### config.mk
export PLATFORM = sky130hd
export DESIGN_NAME = mp_issue_ctrl
export DESIGN_NICKNAME = d
export VERILOG_FILES = /design/src/rtl/mp_issue_ctrl_pkg.sv /design/src/rtl/mp_rr_arbiter.sv /design/src/rtl/mp_issue_ctrl.sv
export SDC_FILE = /design/constraint.sdc
export NUM_CORES = 1
export LEC_CHECK = 0
export BUFFER_PORTS_ARGS = -buffer_cell sky130_fd_sc_hd__buf_2
export CAP_MARGIN = 20
export CORE_UTILIZATION = 49
export DETAILED_ROUTE_END_ITERATION = 7
export PLACE_DENSITY = 0.81
export SLEW_MARGIN = 20
export SYNTH_ARGS = -nofsm -noshare
export SYNTH_HDL_FRONTEND = slang
export SYNTH_SLANG_ARGS = --single-unit
export TNS_END_PERCENT = 1
### constraint.sdc
create_clock -name clk -period 4.2 [get_ports clk]
set_input_delay 0.84 -clock clk [delete_from_list [all_inputs] [get_ports clk]]
set_output_delay 0.84 -clock clk [all_outputs]
set_load 0.005 [all_outputs]
### src/rtl/mp_issue_ctrl_pkg.sv
// Shared definitions for the mp_top issue controller: opcodes, instruction field
// positions, decode helpers and the issue FSM state type.
package mp_pkg;

  localparam logic [5:0] OP_MIN = 6'd1;
  localparam logic [5:0] OP_ADD = 6'd3;
  localparam logic [5:0] OP_XOR = 6'd5;
  localparam logic [5:0] OP_MAX = 6'd7;
  localparam logic [5:0] OP_AVG = 6'd9;
  localparam logic [5:0] OP_NOT = 6'd10;
  localparam logic [5:0] OP_AND = 6'd11;
  localparam logic [5:0] OP_INV = 6'd12;
  localparam logic [5:0] OP_ABS = 6'd13;
  localparam logic [5:0] OP_OR  = 6'd14;
  localparam logic [5:0] OP_SUB = 6'd15;

  localparam int OPC_LSB  = 0;
  localparam int OPC_W    = 6;
  localparam int SRC1_LSB = 6;
  localparam int SRC2_LSB = 11;
  localparam int DST_LSB  = 16;
  localparam int REG_W    = 5;

  typedef enum logic [0:0] {
    ST_IDLE = 1'b0,
    ST_HOLD = 1'b1
  } issue_state_e;

  function automatic logic [OPC_W-1:0] get_opcode(input logic [31:0] instr);
    return instr[OPC_LSB +: OPC_W];
  endfunction

  function automatic logic [REG_W-1:0] get_src1(input logic [31:0] instr);
    return instr[SRC1_LSB +: REG_W];
  endfunction

  function automatic logic [REG_W-1:0] get_src2(input logic [31:0] instr);
    return instr[SRC2_LSB +: REG_W];
  endfunction

  function automatic logic [REG_W-1:0] get_dst(input logic [31:0] instr);
    return instr[DST_LSB +: REG_W];
  endfunction

  function automatic logic is_legal_opcode(input logic [OPC_W-1:0] op);
    case (op)
      OP_MIN, OP_ADD, OP_XOR, OP_MAX, OP_AVG, OP_NOT,
      OP_AND, OP_INV, OP_ABS, OP_OR, OP_SUB: return 1'b1;
      default:                               return 1'b0;
    endcase
  endfunction

  function automatic logic is_unary(input logic [OPC_W-1:0] op);
    return (op == OP_NOT) || (op == OP_INV) || (op == OP_ABS);
  endfunction

endpackage

### src/rtl/mp_rr_arbiter.sv
// Requester arbiter: round-robin from a registered pointer, or fixed priority
// (requester 0 highest, no pointer) when MP_ISSUE_PRIO_EN is defined.
module mp_rr_arbiter #(
  parameter int N_REQ = 2,
  parameter int IDX_W = 3
) (
  input  logic             clk,
  input  logic             reset,
  input  logic [N_REQ-1:0] req,
  input  logic             advance,
  input  logic [IDX_W-1:0] adv_idx,
  output logic [N_REQ-1:0] grant,
  output logic [IDX_W-1:0] grant_idx,
  output logic             grant_vld
);

`ifdef MP_ISSUE_PRIO_EN
  logic unused_prio;
  assign unused_prio = ^{clk, reset, advance, adv_idx};

  always_comb begin
    grant     = '0;
    grant_idx = '0;
    grant_vld = 1'b0;
    for (int k = N_REQ - 1; k >= 0; k--) begin
      if (req[k]) begin
        grant     = '0;
        grant[k]  = 1'b1;
        grant_idx = IDX_W'(k);
        grant_vld = 1'b1;
      end
    end
  end
`else
  logic [IDX_W-1:0] ptr_q, ptr_d;

  // First pass covers pointer..top, second pass wraps to the bottom.
  always_comb begin
    grant     = '0;
    grant_idx = '0;
    grant_vld = 1'b0;
    for (int j = 0; j < N_REQ; j++) begin
      if (!grant_vld && req[j] && (j >= int'(ptr_q))) begin
        grant[j]  = 1'b1;
        grant_idx = IDX_W'(j);
        grant_vld = 1'b1;
      end
    end
    for (int j = 0; j < N_REQ; j++) begin
      if (!grant_vld && req[j]) begin
        grant[j]  = 1'b1;
        grant_idx = IDX_W'(j);
        grant_vld = 1'b1;
      end
    end
  end

  always_comb begin
    ptr_d = ptr_q;
    if (advance) begin
      ptr_d = (int'(adv_idx) == N_REQ - 1) ? '0 : adv_idx + IDX_W'(1);
    end
  end

  always_ff @(posedge clk) begin
    if (reset) ptr_q <= '0;
    else       ptr_q <= ptr_d;
  end
`endif

endmodule

### src/rtl/mp_issue_ctrl.sv
// Issue controller for mp_top: arbitrates requesters, drops illegal ops and inserts
// hazard bubbles. Define MP_ISSUE_PRIO_EN for fixed priority instead of round-robin.
module mp_issue_ctrl
  import mp_pkg::*;
#(
  parameter int N_REQ        = 2,
  parameter int HAZARD_DEPTH = 2,
  parameter int STALL_W      = 16
) (
  input  logic                 clk,
  input  logic                 reset,
  input  logic [N_REQ-1:0]     req_valid,
  input  logic [32*N_REQ-1:0]  req_instr,
  output logic [N_REQ-1:0]     req_ready,
  output logic [31:0]          instruction,
  output logic                 issue_valid,
  output logic [2:0]           issue_id,
  output logic                 err_opcode,
  output logic [STALL_W-1:0]   stall_cnt
);

  localparam int IDX_W = 3;

  issue_state_e                        state_q, state_d;
  logic [IDX_W-1:0]                    lock_q, lock_d;
  logic [HAZARD_DEPTH-1:0]             sb_vld_q, sb_vld_d;
  logic [HAZARD_DEPTH-1:0][REG_W-1:0]  sb_dst_q, sb_dst_d;
  logic [31:0]                         instr_q, instr_d;
  logic                                issue_valid_q, issue_valid_d;
  logic [IDX_W-1:0]                    issue_id_q, issue_id_d;
  logic                                err_q, err_d;
  logic [STALL_W-1:0]                  stall_q, stall_d;

  logic [N_REQ-1:0] arb_grant;
  logic [IDX_W-1:0] arb_idx;
  logic             arb_vld;
  logic [IDX_W-1:0] cand_idx;
  logic             cand_req;
  logic [31:0]      cand_instr;
  logic             hazard, accept, issue, drop, stall;

  mp_rr_arbiter #(.N_REQ(N_REQ), .IDX_W(IDX_W)) u_arb (
    .clk       (clk),
    .reset     (reset),
    .req       (req_valid),
    .advance   (accept),
    .adv_idx   (cand_idx),
    .grant     (arb_grant),
    .grant_idx (arb_idx),
    .grant_vld (arb_vld)
  );

  // While holding, the locked requester is the only candidate.
  always_comb begin
    cand_idx   = (state_q == ST_HOLD) ? lock_q : arb_idx;
    cand_req   = 1'b0;
    cand_instr = '0;
    for (int k = 0; k < N_REQ; k++) begin
      if (int'(cand_idx) == k) begin
        cand_req   = req_valid[k];
        cand_instr = req_instr[32*k +: 32];
      end
    end
    hazard = 1'b0;
    for (int e = 0; e < HAZARD_DEPTH; e++) begin
      if (sb_vld_q[e] && ((sb_dst_q[e] == get_src1(cand_instr)) ||
          (!is_unary(get_opcode(cand_instr)) && (sb_dst_q[e] == get_src2(cand_instr))))) begin
        hazard = 1'b1;
      end
    end
  end

  always_comb begin
    state_d   = state_q;
    lock_d    = lock_q;
    req_ready = '0;
    accept    = 1'b0;
    issue     = 1'b0;
    drop      = 1'b0;
    stall     = 1'b0;
    if (!reset) begin
      case (state_q)
        ST_IDLE: begin
          if (arb_vld) begin
            if (!is_legal_opcode(get_opcode(cand_instr))) begin
              accept = 1'b1;
              drop   = 1'b1;
            end else if (!hazard) begin
              accept = 1'b1;
              issue  = 1'b1;
            end else begin
              stall   = 1'b1;
              lock_d  = arb_idx;
              state_d = ST_HOLD;
            end
            if (accept) req_ready = arb_grant;
          end
        end
        ST_HOLD: begin
          if (!cand_req) begin
            state_d = ST_IDLE;
          end else if (hazard) begin
            stall = 1'b1;
          end else begin
            accept  = 1'b1;
            issue   = 1'b1;
            state_d = ST_IDLE;
            for (int k = 0; k < N_REQ; k++) req_ready[k] = (int'(lock_q) == k);
          end
        end
        default: state_d = ST_IDLE;
      endcase
    end
  end

  always_comb begin
    instr_d       = issue ? cand_instr : '0;
    issue_valid_d = issue;
    issue_id_d    = issue ? cand_idx : '0;
    err_d         = drop;
    stall_d       = stall_q;
    if (stall && (stall_q != '1)) stall_d = stall_q + STALL_W'(1);
    sb_vld_d[0] = issue;
    sb_dst_d[0] = issue ? get_dst(cand_instr) : '0;
    for (int e = 1; e < HAZARD_DEPTH; e++) begin
      sb_vld_d[e] = sb_vld_q[e-1];
      sb_dst_d[e] = sb_dst_q[e-1];
    end
  end

  always_ff @(posedge clk) begin
    if (reset) begin
      state_q       <= ST_IDLE;
      lock_q        <= '0;
      sb_vld_q      <= '0;
      instr_q       <= '0;
      issue_valid_q <= 1'b0;
      issue_id_q    <= '0;
      err_q         <= 1'b0;
      stall_q       <= '0;
    end else begin
      state_q       <= state_d;
      lock_q        <= lock_d;
      sb_vld_q      <= sb_vld_d;
      instr_q       <= instr_d;
      issue_valid_q <= issue_valid_d;
      issue_id_q    <= issue_id_d;
      err_q         <= err_d;
      stall_q       <= stall_d;
    end
    sb_dst_q <= sb_dst_d;
  end

  assign instruction = instr_q;
  assign issue_valid = issue_valid_q;
  assign issue_id    = issue_id_q;
  assign err_opcode  = err_q;
  assign stall_cnt   = stall_q;

endmodule

==> results of run 1 <==
-- worst paths after layout --
path / from / endpoint / depth (start not counted)
max: req_valid[1] / req_ready[1] / 10
min: sb_dst_d[5]$_SDFF_PN0_ / sb_dst_q[5]$_DFF_P_ / 0
max reg2reg: state_q$_DFF_P_ / stall_cnt[6]$_SDFFE_PP0P_ / 9
min reg2reg: sb_dst_d[5]$_SDFF_PN0_ / sb_dst_q[5]$_DFF_P_ / 0
-- registers in the layout, indices dropped and copies added (netlist names) --
register,count
instruction,32
u_arb.ptr_q,1
stall_cnt,16
issue_id,1
sb_dst_q,5
state_q,1
sb_dst_d,5
sb_vld_q,2
lock_q,1
err_opcode,1
-- metal layers --
layer	up-vias	GRT usage, %
met5	-	0
met4	0	10.3
met3	19	10.1
met2	129	41.2
met1	1395	28.4
li1	1514	-
-- cell families (layout without fill, tap and decap cells) --
family	count (synthesis)	after routing	synth area share, %
AND/OR/NAND/NOR	151	151	24.5
AO/OA/AOI/OAI	81	81	18.3
flip-flops	65	65	40.9
buffers and inverters	33	153	5.23
XOR/XNOR	24	24	6.60
multiplexers	12	12	3.97
adder cells (fa/ha/maj)	1	1	0.393
other	1	2	0.118
-- cells in the final DEF, fill, tap and decap left out, types with 4 or more instances in the layout --
cell type | synthesis | layout
xor2_1 | 6 | 6
nand4_1 | 4 | 4
nor2_1 | 30 | 30
nor4_1 | 6 | 6
nand3_1 | 11 | 11
xnor2_1 | 18 | 18
nand2_1 | 57 | 57
o21ai_0 | 10 | 10
mux2i_1 | 9 | 9
dfxtp_1 | 65 | 65
or4_1 | 4 | 4
clkbuf_8 | 0 | 9
buf_4 | 2 | 5
nor3_1 | 6 | 6
a21oi_1 | 35 | 35
nor2b_1 | 7 | 7
inv_1 | 12 | 12
o31ai_1 | 5 | 5
buf_2 | 4 | 120
nand2b_1 | 6 | 6
-- stage by stage --
stage                     hold slack (ns)  cell area (um2)  std cells  power [mW]  utilization, %
after floorplan                     0.377             3190        369       0.738               -
after global placement              0.414             3810        548       0.800            62.5
after detailed placement            0.406             3810        548       0.803            62.5
after CTS                           0.422             4010        564        1.34            65.8
after global routing                0.427             4010        564        1.38            65.8
final                               0.430             4010        564        1.33            65.8
-- power groups by stage --
stage                     Clock, mW  Combinational, mW  Sequential, mW
final                         0.538              0.157           0.634
after global routing          0.573              0.172           0.636
after CTS                     0.548              0.156           0.634
after detailed placement          0              0.155           0.648
after global placement            0              0.151           0.648
after floorplan                   0             0.0901           0.648
-- final cells by class --
type / count / area [um2] / area share, %
flip-flops and latches: 65 / 1300 / 32.4
multi-input cells: 271 / 1730 / 43.2
clock inverters: 7 / 77.6 / 1.93
inverters: 12 / 45.0 / 1.12
well taps: 75 / 93.8 / 2.34
repair buffers: 125 / 638 / 15.9
clock buffers: 9 / 124 / 3.09
==> impl_metrics.py, run 1 <==
metrics = {
    "global_routing": {
        "grt_pass1_wl_um": 12700,
        "grtUsageTotal_pct": 24.9,
        "grt_pass1_vias": 2846,
        "grt_max_degree": 40,
        "antenna_found_initial": 0,
        "grt-ovfl-total": 0,
    },
    "finish": {
        "n_fill_cell": 537,
        "synthToLayoutAreaGrowth_pct": 26.0,
        "fin_nets": 553,
        "drive_above_1_share_pct": 32.1,
        "n_antenna_cell": 0,
    },
    "placed_design": {
        "port_buffers": 120,
        "hpwlAfterDp_um": 6070,
        "gp_congestion": 0.904,
        "dp_slack_ns": 0.246,
    },
    "detailed_routing": {
        "route.vias.total": 3057,
        "first_pass_iters": 4,
        "drt_iter0_drc": 96,
        "met2_length_um": 3900,
        "dr_wl_met3_um": 677,
        "wl_met1_um": 3380,
        "post_drt_wl_per_cell_um": 14.4,
        "ant_nets": 0,
        "top_layer_used": "met4",
        "totalWireLength_um": 8130,
        "viasPerCell": 5.42,
        "drc": 0,
    },
    "setup_path": {
        "slowest_delay_ns": 0.38,
        "ff2ff_setup_slack_ns": 1.00,
        "crit_buf_inv": 2,
        "crit_fanout": 28,
        "setup.worst_path.end_class": "output pin",
        "cp_slowest_cell": "a2111oi_2",
        "cp_top_family": "compound AO/OA/AOI/OAI gates",
        "worst_setup_path_start_kind": "input pin",
        "crit_chain": "buf_2 -> nor2b_4 -> a22o_4 -> mux2i_1 -> xnor2_1 -> nor4b_1 -> nor3_4 -> nand3_1 -> a2111oi_2 -> buf_2",
        "path_class": "in -> out",
        "arrival_ns": 3.11,
        "cp.required_ns": 3.36,
        "cpMostUsedCell": "buf_2",
    },
    "power": {
        "p_seq_share_pct": 47.8,
        "power_frac_comb_pct": 11.8,
        "powerDensity_nw_per_um2": 331,
        "p_clk_share_pct": 40.5,
        "max-vdd-ir-drop_uv": 317,
        "p_leak_nw": 1.77,
        "intPower_mw": 0.975,
        "p_switching_mw": 0.354,
        "switching_share_pct": 26.6,
    },
    "synth": {
        "yosys_register_bits": 65,
        "synth.top_cells.by_count": "dfxtp_1, nand2_1, a21oi_1",
        "synth-main-ff-cell": "dfxtp_1",
        "yosysUniqueCellTypes": 57,
        "synth_top_area_share_pct": 40.9,
        "synthCells": 368,
        "synth_edf_count": 0,
        "avgSynthCellArea_um2": 8.65,
        "synth_top_cell_by_area": "dfxtp_1",
        "ys_seq_area_share_pct": 40.9,
        "synth_area_um2": 3180,
        "async_flop_share_pct": 0,
        "synth.most_common_cell": "dfxtp_1",
        "synth_area_leaders": "dfxtp_1, nand2_1, a21oi_1",
        "synth-warning-count": 0,
    },
    "sta": {
        "slew_viol_final": 0,
        "finalSetupViolCount": 0,
        "tightest_slew_ns": 0.532,
        "post-route-min-period_ns": 3.95,
        "timing.final.hold_violations": 0,
        "clock.fmax_ghz": 0.253,
        "setup_tns_ns": 0,
        "timing.final.crit_share_pct": 94.1,
        "rsz0062_at_grt": "false",
        "fin_worst_skew_ns": 0.0155,
        "slew_headroom_pct": 64.4,
        "fin_ws_ns": 0.250,
    },
    "clock_network": {
        "cts_sinks": 65,
        "numCtsBuffers": 9,
        "cts_resized": 0,
        "hold_buffers": 0,
        "cts_root_buf": "clkbuf_8",
        "htreeDepth": 3,
        "cts_tree": "done",
        "insertion_delay_ns": 0.36,
        "postCtsSetupBuffers": 0,
        "cts_buffer_depth": 2,
        "clk_pin_slew_ns": 0.07,
    },
    "die": {
        "die_x_um": 82.6,
        "chipHeight_um": 82.6,
        "start_util_pct": 52.2,
        "pin_count": 123,
        "row_count": 28,
        "fp.coreArea_um2": 6100,
        "fp.dieArea_um2": 6820,
    },
    "min_path": {
        "hold_class": "reg -> reg",
    },
    "outcome": {
        "status": "completed",
    },
    "run": {
        "cap_violations": 0,
    },
}
(Power assumes the default switching activity.)
==> run 2, diff against run 1 <==
--- a/config.mk
+++ b/config.mk
@@ -7,11 +7,12 @@
 export LEC_CHECK = 0
 export BUFFER_PORTS_ARGS = -buffer_cell sky130_fd_sc_hd__buf_2
 export CAP_MARGIN = 20
-export CORE_UTILIZATION = 49
+export CORE_UTILIZATION = 50
 export DETAILED_ROUTE_END_ITERATION = 7
 export PLACE_DENSITY = 0.81
 export SLEW_MARGIN = 20
 export SYNTH_ARGS = -nofsm -noshare
 export SYNTH_HDL_FRONTEND = slang
+export SYNTH_HIERARCHICAL = 1
 export SYNTH_SLANG_ARGS = --single-unit
 export TNS_END_PERCENT = 1
==> impl_metrics.py, run 2 <==
metrics = {
    "finish": {
        "layout_common_cells": "buf_2, dfxtp_1, nand2_1",
        "fin_nets": 607,
        "layout_commonest_cell": "buf_2",
        "synthToLayoutAreaGrowth_pct": 28.7,
        "largest_reg_flops": 32,
        "fin_area_um2": 4570,
        "drive_above_1_share_pct": 34.8,
        "n_antenna_cell": 0,
        "n_fill_cell": 596,
        "final_util_pct": 66.8,
    },
    "power": {
        "p_leak_nw": 2.10,
        "switching_share_pct": 24.1,
        "p_switching_mw": 0.364,
        "powerDensity_nw_per_um2": 331,
        "p_seq_share_pct": 45.3,
        "intPower_mw": 1.15,
        "max-vdd-ir-drop_uv": 184,
        "power_frac_comb_pct": 12.1,
        "p_clk_share_pct": 42.6,
        "power_mw": 1.51,
    },
    "synth": {
        "synth_area_um2": 3550,
        "synth_edf_count": 0,
        "synth.most_common_cell": "dfxtp_1",
        "yosys_register_bits": 71,
        "ys_seq_area_share_pct": 40.1,
        "synth_area_leaders": "dfxtp_1, a21oi_1, nand2_1",
        "synth_top_cell_by_area": "dfxtp_1",
        "async_flop_share_pct": 0,
        "synth-main-ff-cell": "dfxtp_1",
        "avgSynthCellArea_um2": 8.59,
        "synth-warning-count": 6,
        "yosysUniqueCellTypes": 65,
        "synth_top_area_share_pct": 40.1,
        "synth.top_cells.by_count": "dfxtp_1, nand2_1, a21oi_1",
        "synthCells": 413,
    },
    "global_routing": {
        "grt_pass1_wl_um": 14500,
        "grtUsageTotal_pct": 24.9,
        "antenna_found_initial": 0,
        "grt_pass1_vias": 3192,
        "grt_max_degree": 40,
        "grt-ovfl-total": 0,
    },
    "outcome": {
        "status": "completed",
    },
    "detailed_routing": {
        "viasPerCell": 5.51,
        "top_layer_used": "met4",
        "route.vias.total": 3523,
        "first_pass_iters": 5,
        "totalWireLength_um": 9240,
        "dr_wl_met3_um": 598,
        "drt_iter0_drc": 198,
        "ant_nets": 0,
        "drc": 0,
        "wl_met1_um": 3960,
        "post_drt_wl_per_cell_um": 14.5,
        "met2_length_um": 4510,
    },
    "clock_network": {
        "insertion_delay_ns": 0.34,
        "numCtsBuffers": 9,
        "clk_pin_slew_ns": 0.08,
        "cts_tree": "done",
        "cts_sinks": 71,
        "hold_buffers": 0,
        "cts_buffer_depth": 2,
        "cts_root_buf": "clkbuf_8",
        "htreeDepth": 3,
    },
    "setup_path": {
        "setup.worst_path.end_class": "output pin",
        "crit_chain": "or3b_4 -> a21oi_2 -> mux2i_4 -> buf_12 -> or3_1 -> a311oi_2 -> a311oi_2 -> nor4_2 -> a31oi_4 -> nand2_2 -> o31a_1 -> nor2_1 -> buf_2",
        "cpMostUsedCell": "a311oi_2",
        "worst_setup_path_start_kind": "register",
        "path_class": "reg -> out",
        "crit_buf_inv": 2,
        "slowest_delay_ns": 0.42,
        "cp_top_family": "simple AND/OR/NAND/NOR gates",
        "arrival_ns": 3.18,
        "cp.required_ns": 3.36,
        "cp_slowest_cell": "or3b_4",
        "crit_fanout": 22,
    },
    "placed_design": {
        "gp_congestion": 0.842,
        "dp_slack_ns": 0.0596,
        "dpl-instance-area_um2": 4270,
        "port_buffers": 122,
        "hpwlAfterDp_um": 6690,
    },
    "die": {
        "start_util_pct": 51.9,
        "fp.coreArea_um2": 6830,
        "die_x_um": 86.2,
        "row_count": 30,
        "pin_count": 123,
        "fp.dieArea_um2": 7430,
        "chipHeight_um": 86.2,
    },
    "sta": {
        "slew_headroom_pct": 60.2,
        "slew_viol_final": 0,
        "timing.hold.ws_ns": 0.381,
        "timing.final.hold_violations": 0,
        "post-route-min-period_ns": 4.02,
        "fin_worst_skew_ns": 0.0112,
        "finalSetupViolCount": 0,
        "tightest_slew_ns": 0.596,
        "timing.final.crit_share_pct": 95.8,
        "fin_ws_ns": 0.177,
        "clock.fmax_ghz": 0.249,
    },
    "run": {
        "cap_violations": 0,
    },
    "min_path": {
        "hold_class": "reg -> reg",
    },
}
-- run 2: changes by cell type after synthesis, sizes merged, moves of 5 or more --
cell,change
nor4,-7
a2111oi,-5
xnor2,-16
mux2i,+5
nor2,+8
nand2,-5
a21oi,+7
and3,+7
a311oi,+6
mux2,+10
dfxtp,+6
nor2b,+8
-- run 2: cell families (layout without fill, tap and decap cells) --
kind of cell	Yosys count	after routing	share of synthesized area [%]
DFF	71	71	40.1
muxes	27	27	8.57
and+or+nand+nor	176	176	25.5
AOI/OAI and AO/OA	97	97	18.9
xor gates and xnor gates	5	5	1.23
adders and majority gates	1	1	0.353
buffers and inverters	34	162	5.08
other	2	4	0.212
-- run 2: what timing repair did --
item                                    in CTS  in global routing
resized for setup                            2                  7
gates cloned                                 0                  0
setup buffers                                0                  1
endpoints found under the setup margin       2                  2
pin swaps                                    0                  4
-- run 2: layout make-up --
cell class	instances	area, um2	share of cell area, %
timing repair buffer	135	733	16.1
sequential	71	1420	31.1
clock buffer	12	165	3.62
inverter	11	41.3	0.904
multi-input combinational	310	2010	44.0
clock inverter	4	76.3	1.67
tap	96	120	2.63
-- run 2: path summary, 6_finish.rpt --
check	start	to	slack [ns]	depth (start not counted)
setup / recovery	u_arb/ptr_q[2]$_SDFFE_PP0P_	req_ready[0]	0.18	13
hold / removal	sb_dst_d[9]$_SDFF_PN0_	sb_dst_q[9]$_DFF_P_	0.38	0
setup reg to reg	u_arb/ptr_q[2]$_SDFFE_PP0P_	stall_cnt[10]$_SDFFE_PP0P_	0.57	15
hold reg to reg	sb_dst_d[9]$_SDFF_PN0_	sb_dst_q[9]$_DFF_P_	0.38	0
-- run 2: power by group through the flow --
stage / clock (mW) / sequential (mW) / combinational [mW]
2_1_floorplan: 0 / 0.700 / 0.104
3_5_place_dp: 0 / 0.700 / 0.172
3_3_place_gp: 0 / 0.700 / 0.165
4_1_cts: 0.651 / 0.684 / 0.174
6_report: 0.643 / 0.685 / 0.182
5_1_grt: 0.683 / 0.685 / 0.201
-- run 2: worst register-to-register path: cells and delay by family (launching register included) --
| kind | cells | cell delay (ns) |
|---|---|---|
| AOI/OAI and AO/OA | 4 | 0.79 |
| DFF | 1 | 0.32 |
| and+or+nand+nor | 5 | 1.21 |
| buffers and inverters | 4 | 0.75 |
| muxes | 2 | 0.44 |
-- run 2: through the flow --
stage	std cells	TNS [ns]
after floorplan	415	0
after global placement	622	0
after detailed placement	622	0
after CTS	638	0
after global routing	639	-0.00492
final	639	0
-- run 2: metal layers --
layer	GRT usage [%]	up-vias
li1	-	1713
met1	31.4	1653
met2	41.3	139
met3	6.38	18
met4	9.09	0
met5	0	-
